--- src/rtl/hs_arb_pkg.sv ---
// Shared types for the hiscore / CPU work-RAM arbiter.
package hs_arb_pkg;

    localparam int unsigned GUARD_CNT_W = 4;

    typedef enum logic [1:0] {
        ST_CPU   = 2'd0,
        ST_ARM   = 2'd1,
        ST_HS    = 2'd2,
        ST_GUARD = 2'd3
    } hs_arb_state_t;

endpackage

--- src/rtl/hs_ram_arbiter.sv ---
// Hands the work-RAM port from the CPU to the hiscore engine while the CPU is paused.
// Optional HS_ARB_VBLANK_ONLY_EN: hiscore ownership is additionally limited to vblank.
module hs_ram_arbiter
    import hs_arb_pkg::*;
#(
    parameter int unsigned AW    = 11,
    parameter int unsigned DW    = 8,
    parameter int unsigned GUARD = 2
) (
    input  logic          clk_sys,
    input  logic          reset,
    input  logic          paused,
    input  logic          vblank,
    input  logic [AW-1:0] cpu_addr,
    input  logic          cpu_we,
    input  logic [DW-1:0] cpu_din,
    output logic [DW-1:0] cpu_dout,
    input  logic [AW-1:0] hs_address,
    input  logic [DW-1:0] hs_data_in,
    input  logic          hs_write_enable,
    input  logic          hs_read_intent,
    input  logic          hs_write_intent,
    output logic [DW-1:0] hs_data_out,
    output logic          hs_grant,
    output logic [AW-1:0] ram_addr,
    output logic          ram_we,
    output logic [DW-1:0] ram_din,
    input  logic [DW-1:0] ram_dout
);

    localparam int unsigned CW = GUARD_CNT_W;

    hs_arb_state_t state_q, state_d;
    logic [CW-1:0] cnt_q, cnt_d;
    logic [DW-1:0] cpu_cap_q;
    logic          intent;
    logic          grant_ok;

    assign intent = hs_read_intent | hs_write_intent;

`ifdef HS_ARB_VBLANK_ONLY_EN
    assign grant_ok = paused & vblank;
`else
    logic unused_vblank;
    assign unused_vblank = vblank;
    assign grant_ok      = paused;
`endif

    // Next state, guard countdown and the RAM port mux.
    always_comb begin
        state_d  = state_q;
        cnt_d    = cnt_q;
        ram_addr = cpu_addr;
        ram_din  = cpu_din;
        ram_we   = 1'b0;
        cpu_dout = cpu_cap_q;
        case (state_q)
            ST_CPU: begin
                ram_we   = cpu_we;
                cpu_dout = ram_dout;
                if (intent) state_d = ST_ARM;
            end
            ST_ARM: begin
                if (!intent)       state_d = ST_CPU;
                else if (grant_ok) state_d = ST_HS;
            end
            ST_HS: begin
                ram_addr = hs_address;
                ram_din  = hs_data_in;
                ram_we   = hs_write_enable & paused;
                if (!intent || !grant_ok) begin
                    state_d = ST_GUARD;
                    cnt_d   = CW'(GUARD - 1);
                end
            end
            ST_GUARD: begin
                // Address stays on the hiscore side so the RAM sees no CPU glitch.
                ram_addr = hs_address;
                ram_din  = hs_data_in;
                if (cnt_q == '0) state_d = ST_CPU;
                else             cnt_d   = cnt_q - CW'(1);
            end
            default: state_d = ST_CPU;
        endcase
    end

    // State register plus registered grant and read-data captures.
    always_ff @(posedge clk_sys or posedge reset) begin
        if (reset) begin
            state_q     <= ST_CPU;
            cnt_q       <= '0;
            hs_grant    <= 1'b0;
            hs_data_out <= '0;
            cpu_cap_q   <= '0;
        end else begin
            state_q  <= state_d;
            cnt_q    <= cnt_d;
            hs_grant <= (state_d == ST_HS);
            if (state_q == ST_HS)  hs_data_out <= ram_dout;
            if (state_q == ST_CPU) cpu_cap_q   <= ram_dout;
        end
    end

endmodule

--- config.mk ---
export PLATFORM = sky130hd
export DESIGN_NAME = hs_ram_arbiter
export DESIGN_NICKNAME = d
export VERILOG_FILES = /design/src/rtl/hs_arb_pkg.sv /design/src/rtl/hs_ram_arbiter.sv
export SDC_FILE = /design/constraint.sdc
export NUM_CORES = 1
export LEC_CHECK = 0
export ABC_AREA = 1
export ABC_CLOCK_PERIOD_IN_PS = 1500
export CAP_MARGIN = 5
export CORE_MARGIN = 2
export CORE_UTILIZATION = 55
export CTS_CLUSTER_DIAMETER = 50
export CTS_CLUSTER_SIZE = 14
export DETAILED_ROUTE_END_ITERATION = 12
export DONT_BUFFER_PORTS = 1
export PLACE_DENSITY_LB_ADDON = 0.15
export SLEW_MARGIN = 0
export SYNTH_ARGS = -nofsm -noshare
export SYNTH_HDL_FRONTEND = slang
export SYNTH_SLANG_ARGS = --single-unit
--- constraint.sdc ---
create_clock -name clk_sys -period 1.5 [get_ports clk_sys]
set_clock_uncertainty 0.2 [all_clocks]
set_input_delay 0.3 -clock clk_sys [delete_from_list [all_inputs] [get_ports clk_sys]]
set_output_delay 0.3 -clock clk_sys [all_outputs]
set_load 0.02 [all_outputs]
==> results of run 1 <==
-- logic make-up after synthesis --
| kind of cell | share of synthesized area [%] |
|---|---|
| compound gates | 5.69 |
| buf+inv | 7.32 |
| mux | 1.83 |
| simple gates | 35.7 |
| xor+xnor | 0.712 |
| flops | 46.7 |
| fa+ha+maj | 2.03 |
-- per-stage QoR --
| step | area, sq um | hold slack, ns | setup slack [ns] |
|---|---|---|---|
| global placement | 1420 | 0.0425 | -0.0437 |
| floorplan | 1300 | 0.102 | -0.0595 |
| CTS | 1660 | -0.00623 | -0.428 |
| detailed placement | 1420 | 0.0497 | -0.0734 |
-- repair_timing --
| item | 4_1_cts |
|---|---|
| pin swaps | 5 |
| gates cloned | 1 |
| endpoints found under the setup margin | 31 |
| hold buffers | 9 |
| endpoints found under the hold margin | 33 |
| setup buffers | 2 |
| resized for setup | 21 |
==> key figures, run 1 <==
Run status
  – Outcome: stopped before the end
  – Failed at: 5_1_grt
  – Error: [ERROR DPL-0038] Utilization greater than 100%, impossible to legalize

Floorplan
  – Initial core utilization: 56.7%
  – Die X: about 50 microns
  – # rows: 17
  – DIE HEIGHT: 51.3 microns
  – I/O pins: 91

Yosys
  – Post-synth EDFFs: 0
  – Cell area after synthesis: 0.00123 sq mm
  – Post-synth top cells: nand2_1, dfrtp_1, nor2_1
  – Synthesized instance count: about 180
  – Synth unique cells: 17
  – #FFs+latches synth: 23
  – Cell accounting for the most synthesized area: dfrtp_1
  – Ys Warns: 0
  – Top cells by area, synth: dfrtp_1, nand2_1, nor2_1
  – Synth Net Count: 231
  – Most common cell in the synthesized netlist: nand2_1
  – Ys async rst share: 100%
  – Average size of a mapped cell: 7.04 sq um
  – Synth Flop Type: dfrtp_1
  – Yosys top cell area share: 46.7%
  – Register area share after synthesis: 46.7%

CTS
  – Root Driver: clkbuf_4
  – CTS buffer count: 3
  – Clock buffer depth: 2
  – Sink Count: 23
  – CTS H-Tree Depth: 1

Timing
  – Worst endpoint type: output port
  – Post-GRT worst EP: cpu_dout[6]

Place
  – Final GP Congestion: 0.757
  – Placed insts: 211
  – DP Wirelength: 2150 microns
  – IO Port Bufs: 0

Global routing
  – Largest net degree at the start of global routing: 24
==> run 2: changes to the inputs <==
--- a/config.mk
+++ b/config.mk
@@ -6,13 +6,11 @@
 export NUM_CORES = 1
 export LEC_CHECK = 0
 export ABC_AREA = 1
-export ABC_CLOCK_PERIOD_IN_PS = 1500
+export ABC_CLOCK_PERIOD_IN_PS = 1950
 export CAP_MARGIN = 5
-export CORE_MARGIN = 2
-export CORE_UTILIZATION = 55
-export CTS_CLUSTER_DIAMETER = 50
-export CTS_CLUSTER_SIZE = 14
+export CORE_AREA = 2 2 63 65
 export DETAILED_ROUTE_END_ITERATION = 12
+export DIE_AREA = 0 0 65 67
 export DONT_BUFFER_PORTS = 1
 export PLACE_DENSITY_LB_ADDON = 0.15
 export SLEW_MARGIN = 0
==> constraint.sdc (replaced) <==
create_clock -name clk_sys -period 1.95 [get_ports clk_sys]
set_clock_uncertainty 0.2 [all_clocks]
set_input_delay 0.39 -clock clk_sys [delete_from_list [all_inputs] [get_ports clk_sys]]
set_output_delay 0.39 -clock clk_sys [all_outputs]
set_load 0.02 [all_outputs]
==> key figures, run 2 <==
Timing
  – Setup violations, final: 0
  – Rel. slew slack: 80.1%
  – RSZ-0062 raised after global routing: true
  – Final Cycle Share: 99.3%
  – Measured slew at the worst slew-check pin: 0.299 ns
  – Final count of hold timing violations: 0
  – Worst hold margin: about 0.046 ns
  – Max-slew violation count: 0
  – Tmin final: 1.94 ns
  – Setup TNS: 0 ns
  – Fmax: 517 MHz

Yosys
  – #FFs+latches synth: 23 (unchanged)
  – Cell accounting for the most synthesized area: dfrtp_1 (unchanged)
  – Ys async rst share: 100% (unchanged)
  – Most common cell in the synthesized netlist: nand2_1 (unchanged)
  – Synth Flop Type: dfrtp_1 (unchanged)
  – Top cells by area, synth: dfrtp_1, nand2_1, nor2_1 (unchanged)
  – Post-synth top cells: nand2_1, dfrtp_1, nor2_1 (unchanged)
  – Average size of a mapped cell: 7.04 sq um (unchanged)
  – Register area share after synthesis: 46.7% (unchanged)
  – Post-synth EDFFs: 0 (unchanged)
  – Synth unique cells: 17 (unchanged)
  – Synth Net Count: 231 (unchanged)
  – Ys Warns: 0 (unchanged)
  – Cell area after synthesis: 0.00123 sq mm (unchanged)
  – Synthesized instance count: 175 (unchanged)
  – Yosys top cell area share: 46.7% (unchanged)

Routing
  – DR WL/cell: 12.5 microns
  – Via count: 1108
  – Routed WL: 2950 microns
  – Routed Antenna Nets: 0
  – Via/cell ratio: 4.71
  – Post-route DRC: 0
  – Iter 0 DRT Violations: 18
  – First drt pass iteration count: 4

Layout
  – Fin util: 40.0%
  – Commonest non-fill, non-tap cell in the layout: nand2_1
  – Commonest cells after routing, fill and taps aside: nand2_1, dfrtp_1, nor2_1
  – Area Growth Syn to Fin: 17.3%
  – Layout cells sized above 1: 15.5%
  – Fin cells: between 200 and 250
  – Largest regs: cpu_cap_q (8), hs_data_out (8), cnt_q (4)
  – Nets@finish: between 200 and 250
  – Fillers: 379
  – Post-route cell area: 0.00144 sq mm
  – Antenna Cells: 0

CTS
  – Clock buffer depth: 2 (unchanged)
  – Worst-Skew Late Latency: 0.26 ns
  – TritonCTS clock tree: built
  – CTS H-Tree Depth: 1 (unchanged)
  – Sink Count: 23 (unchanged)
  – CTS buffer count: 3 (unchanged)
  – CTS clk-pin slew, worst paths: approximately 0.080 ns
  – Root Driver: clkbuf_8 (was clkbuf_4)

Worst hold path
  – Hold Path Cell Cnt: 2
  – Worst hold path class: in2reg
  – Worst Hold Path EP: hs_data_out[5]
  – Min-Delay Startpoint: ram_dout[5]

Place
  – Placed cell area: 0.00134 sq mm (was 0.00142 sq mm)
  – DP Wirelength: 2210 microns (was 2150 microns)
  – IO Port Bufs: 0 (unchanged)
  – Placed insts: 228 (was 211)
  – Final GP Congestion: 0.720 (was 0.757)

Global routing
  – Aggregate global-route resource usage: 13.2%
  – Total grt overflow: 0
  – Largest net degree at the start of global routing: 24
  – First-pass GRT wire length: 4480 microns
  – Vias in the first global route: 1067
  – Initial antenna violation count: 0

Setup path
  – WS Path Type: reg2out
  – RR Endpoint: cnt_q[2]
  – CP Data Arrival Time: 1.35 ns
  – Startpoint Class: flip-flop
  – Reg2Reg Launch Point: state_q[1]
  – Reg2Reg Depth: 7
  – Crit end category: primary output
  – Worst Path Required: about 1.4 ns
  – CP Max Fanout: 7
  – R2r setup slk: 0.43 ns

Floorplan
  – Die area: 0.00436 sq mm
  – I/O pins: 91 (unchanged)
  – DIE HEIGHT: 67 microns (was 51.3 microns)
  – Initial core utilization: 34.1% (was 56.7%)
  – # rows: 22 (was 17)
  – Die X: 65 microns (was 51.3 microns)
  – Core Area: 0.00361 sq mm

Power and ir drop
  – Peak VDD IR: 858 uV
  – Cell Pwr Density: 1970 mW/mm^2
  – Leak Pwr: 0.789 nW

Run status
  – Outcome: completed (was stopped before the end)

Flow run
  – Max-cap violation count: 0
run 2: cell counts after synthesis:
Identical to the previous run, type by type.
run 2: critical path, stage by stage (launching register included):
cell,delay [ns]
dfrtp_2,0.45
nor2_4,0.14
buf_6,0.15
mux2_4,0.35
run 2: cell type report:
class | instances | area, sq um | share of cell area, %
repair buffers | 14 | 111 | 7.71
multi-input cells | 130 | 587 | 40.6
inverters | 16 | 62.6 | 4.33
clock buffers | 4 | 45.0 | 3.12
well taps | 48 | 60.1 | 4.16
flip-flops and latches | 23 | 578 | 40.0
run 2: worst max-delay path by stage:
stage	end	depth (start not counted)	slack, ns	start
2_1_floorplan	cpu_dout[2]	4	0.11	state_q[0]
3_3_place_gp	cpu_dout[5]	3	0.22	state_q[0]
3_5_place_dp	cpu_dout[5]	3	0.20	state_q[0]
4_1_cts	cpu_dout[5]	3	-0.02	state_q[1]
5_1_grt	cpu_dout[4]	5	-0.06	state_q[1]
6_report	cpu_dout[5]	3	0.01	state_q[1]
run 2: per-layer routing:
metal	up-vias	share of wire (%)	routed length, microns	global-route usage, %
met5	-	0	0	0
met4	0	0	0	4.26
met3	0	11	318	4.73
met2	58	50	1470	25.6
met1	499	39	1160	13.0
li1	551	-	-	-
run 2: through the flow:
step	total power [mW]	setup slack [ns]
after global placement	2.42	0.219
final	2.84	0.0140
after detailed placement	2.45	0.204
after global routing	3.08	-0.0570
after CTS	2.81	-0.0199
after floorplan	2.10	0.109
run 2: kinds of logic (layout without fill, tap and decap cells):
family          after synthesis  count (layout)  synth area share, %
simple gates                111             111                 35.7
buf+inv                      22              34                 7.32
flops                        23              23                 46.7
mux                           2               2                 1.83
xor+xnor                      1               1                0.712
compound gates               14              14                 5.69
fa+ha+maj                     2               2                 2.03
run 2: report_power, final:
part | internal (mW) | total, mW | switching (mW)
sequential | 0.706 | 0.964 | 0.258
combinational | 0.524 | 1.58 | 1.06
clock | 0.146 | 0.290 | 0.145
total | 1.38 | 2.84 | 1.46
run 2: repair_timing:
item	CTS	global route
endpoints found under the hold margin	23	0
setup endpoints to repair	14	9
setup buffers	0	1
cloned	0	1
hold buffers	1	0
resized for setup	7	5
No activity file was read; power rests on OpenSTA's default activity.
==> run 3: changes to the inputs <==
--- a/config.mk
+++ b/config.mk
@@ -5,7 +5,6 @@
 export SDC_FILE = /design/constraint.sdc
 export NUM_CORES = 1
 export LEC_CHECK = 0
-export ABC_AREA = 1
 export ABC_CLOCK_PERIOD_IN_PS = 1950
 export CAP_MARGIN = 5
 export CORE_AREA = 2 2 63 65
@@ -13,6 +12,7 @@
 export DIE_AREA = 0 0 65 67
 export DONT_BUFFER_PORTS = 1
 export PLACE_DENSITY_LB_ADDON = 0.15
+export SKIP_LAST_GASP = 1
 export SLEW_MARGIN = 0
 export SYNTH_ARGS = -nofsm -noshare
 export SYNTH_HDL_FRONTEND = slang
==> key figures, run 3 <==
Power and ir drop
  – Gate power share: 53.5% (was 55.8%)
  – Leak Pwr: 0.619 nW (was 0.789 nW)
  – Switch share: 43.9% (was 51.5%)
  – Internal Pwr Total: 1.52 mW (was 1.38 mW)
  – Cell Pwr Density: 1920 mW/mm^2 (was 1970 mW/mm^2)
  – Switching pwr: 1.19 mW (was 1.46 mW)
  – Seq pwr share: 35.8% (was 34.0%)
  – Clock share of power: 10.7% (was 10.2%)
  – Peak VDD IR: 433 uV (was 858 uV)

Routing
  – DR WL/cell: 16.5 microns (was 12.5 microns)
  – Via count: 807 (was 1108)
  – Routed WL: 2570 microns (was 2950 microns)
  – Iter 0 DRT Violations: 15 (was 18)
  – Routed Antenna Nets: 0 (unchanged)
  – Via/cell ratio: 5.21 (was 4.71)
  – Post-route DRC: 0 (unchanged)
  – First drt pass iteration count: 2 (was 4)

Floorplan
  – # rows: 22 (unchanged)
  – I/O pins: 91 (unchanged)
  – Die X: 65 microns (unchanged)
  – Die area: 0.00436 sq mm (unchanged)
  – Core Area: 0.00361 sq mm (unchanged)
  – Initial core utilization: 33.8% (was 34.1%)
  – DIE HEIGHT: 67 microns (unchanged)

Layout
  – Commonest cells after routing, fill and taps aside: mux2_2, dfrtp_1, mux2_4 (was nand2_1, dfrtp_1, nor2_1)
  – Fin util: 39.1% (was 40.0%)
  – Post-route cell area: 0.00141 sq mm (was 0.00144 sq mm)
  – Fillers: 354 (was 379)
  – Nets@finish: 164 (was 244)
  – Antenna Cells: 0 (unchanged)
  – Area Growth Syn to Fin: 15.7% (was 17.3%)
  – Fin cells: 155 (was 235)
  – Commonest non-fill, non-tap cell in the layout: mux2_2 (was nand2_1)
  – Largest regs: cpu_cap_q (8), hs_data_out (8), cnt_q (4) (unchanged)
  – Layout cells sized above 1: 46.7% (was 15.5%)

Yosys
  – Top cells by area, synth: dfrtp_1, mux2_2, buf_2 (was dfrtp_1, nand2_1, nor2_1)
  – Register area share after synthesis: 47.2% (was 46.7%)
  – Average size of a mapped cell: 12.2 sq um (was 7.04 sq um)
  – Cell accounting for the most synthesized area: dfrtp_1 (unchanged)
  – Yosys top cell area share: 47.2% (was 46.7%)
  – Ys async rst share: 100% (unchanged)
  – Post-synth EDFFs: 0 (unchanged)
  – Cell area after synthesis: 0.00122 sq mm (was 0.00123 sq mm)
  – Ys Warns: 0 (unchanged)
  – Synth unique cells: 25 (was 17)
  – Most common cell in the synthesized netlist: mux2_2 (was nand2_1)
  – Synth Net Count: 156 (was 231)
  – #FFs+latches synth: 23 (unchanged)
  – Synthesized instance count: 100 (was 175)
  – Synth Flop Type: dfrtp_1 (unchanged)
  – Post-synth top cells: mux2_2, dfrtp_1, buf_2, nand2_1, inv_1 (was nand2_1, dfrtp_1, nor2_1)

CTS
  – CTS H-Tree Depth: 1 (unchanged)
  – TritonCTS clock tree: built (unchanged)
  – Worst-Skew Late Latency: 0.26 ns (about the same)
  – Sink Count: 23 (unchanged)
  – Clock buffer depth: 2 (unchanged)
  – CTS buffer count: 3 (unchanged)
  – CTS clk-pin slew, worst paths: 0.08 ns (about the same)
  – Root Driver: clkbuf_8 (unchanged)

Setup path
  – Startpoint Class: flip-flop (unchanged)
  – Crit end category: primary output (unchanged)
  – CP Data Arrival Time: 1.34 ns (was 1.35 ns)
  – Reg2Reg Depth: 5 (was 7)
  – CP Max Fanout: 8 (was 7)
  – WS Path Type: reg2out (unchanged)
  – Worst Path Required: 1.36 ns (about the same)
  – R2r setup slk: 0.31 ns (was 0.43 ns)

Timing
  – Rel. slew slack: 69.9% (was 80.1%)
  – Measured slew at the worst slew-check pin: 0.452 ns (was 0.299 ns)
  – Final worst setup slack: 0.0193 ns (was 0.0140 ns)
  – Final Cycle Share: 99.0% (was 99.3%)
  – Max-slew violation count: 0 (unchanged)
  – Fmax: 518 MHz (was 517 MHz)
  – RSZ-0062 raised after global routing: true (unchanged)
  – Tmin final: 1.93 ns (was 1.94 ns)
  – Final count of hold timing violations: 0 (unchanged)
  – Setup violations, final: 0 (unchanged)

Place
  – DP Wirelength: 2000 microns (was 2210 microns)
  – Placed insts: 148 (was 228)
  – Final GP Congestion: 0.669 (was 0.720)
  – Place WS: 0.159 ns (was 0.204 ns)
  – Placed cell area: 0.00129 sq mm (was 0.00134 sq mm)
  – IO Port Bufs: 0 (unchanged)

Worst hold path
  – Hold Path Cell Cnt: 1 (was 2)
  – Worst hold path class: in2reg (unchanged)

Run status
  – Outcome: completed (unchanged)

Flow run
  – Max-cap violation count: 0 (unchanged)

Global routing
  – Largest net degree at the start of global routing: 24 (unchanged)
  – Vias in the first global route: 799 (was 1067)
  – Total grt overflow: 0 (unchanged)
  – First-pass GRT wire length: 3690 microns (was 4480 microns)
  – Aggregate global-route resource usage: 11.0% (was 13.2%)
  – Initial antenna violation count: 0 (unchanged)
## run 3: cell types whose count changed after synthesis, moves of 4 or more
cell and delta:
mux2_2 +33, nand2_1 -78, inv_1 -10, a21oi_1 -4, nor2_1 -19, o21ai_1 -4
## run 3: path summary, 6_finish.rpt
| path | to | start |
|---|---|---|
| worst max register to register | cnt_q[1] | cnt_q[0] |
| min in group asynchronous | hs_data_out[3] | reset |
| worst max-delay path | cpu_dout[2] | state_q[1] |
| worst min register to register | cnt_q[1] | cnt_q[1] |
| worst min-delay path | hs_data_out[1] | ram_dout[1] |
| max in group asynchronous | state_q[1] | reset |
## run 3: layout make-up
cell class / instances / area (sq um) / share of cell area (%)
multi-input combinational: 68 / 638 / 45.3
clock inverter: 1 / 5.00 / 0.355
inverter: 4 / 15.0 / 1.06
timing repair buffer: 8 / 73.8 / 5.24
clock buffer: 3 / 41.3 / 2.93
tap: 48 / 60.1 / 4.26
sequential: 23 / 577 / 40.9
## run 3: worst max-delay path: stages, from the launching register on
cell and delay, ns:
dfrtp_2 0.45, nor2_2 0.10, buf_6 0.17, mux2_4 0.36
## run 3: per-layer routing
metal	vias to the layer above	share of wire [%]	GRT usage [%]
li1	374	-	-
met1	393	39	13.2
met2	38	52	18.4
met3	2	8.8	5.24
met4	0	0.16	1.60
met5	-	0	0
## run 3: through the flow
step,power (mW),hold WS [ns],TNS (ns)
floorplan,2.09,0.192,0
global placement,2.28,0.140,0
detailed placement,2.31,0.147,0
CTS,2.74,0.0671,0
global route,2.89,0.0629,-0.278
finish,2.71,0.0720,0
## run 3: what timing repair did
| item | CTS | global route |
|---|---|---|
| gates resized for setup | 11 | 3 |
| hold buffers | 1 | 0 |
| endpoints found under the hold margin | 23 | 0 |
| setup endpoints to repair | 28 | 14 |
| pin swaps | 1 | 0 |
| buffers inserted | 2 | 0 |
## run 3: logic make-up after synthesis
logic type | Yosys count | share of synthesized area, %
multiplexers | 35 | 32.3
flip-flops | 23 | 47.2
AND/OR/NAND/NOR | 19 | 8.73
AO/OA/AOI/OAI | 12 | 6.37
buffers and inverters | 9 | 3.28
adder cells (fa/ha/maj) | 2 | 2.05
## run 3: power by group through the flow
| stage | Sequential, mW | Clock (mW) | Combinational [mW] |
|---|---|---|---|
| detailed placement | 0.979 | 0 | 1.33 |
| finish | 0.971 | 0.291 | 1.45 |
| global placement | 0.968 | 0 | 1.31 |
| global route | 1.01 | 0.316 | 1.57 |
| floorplan | 0.927 | 0 | 1.17 |
| CTS | 0.969 | 0.303 | 1.47 |
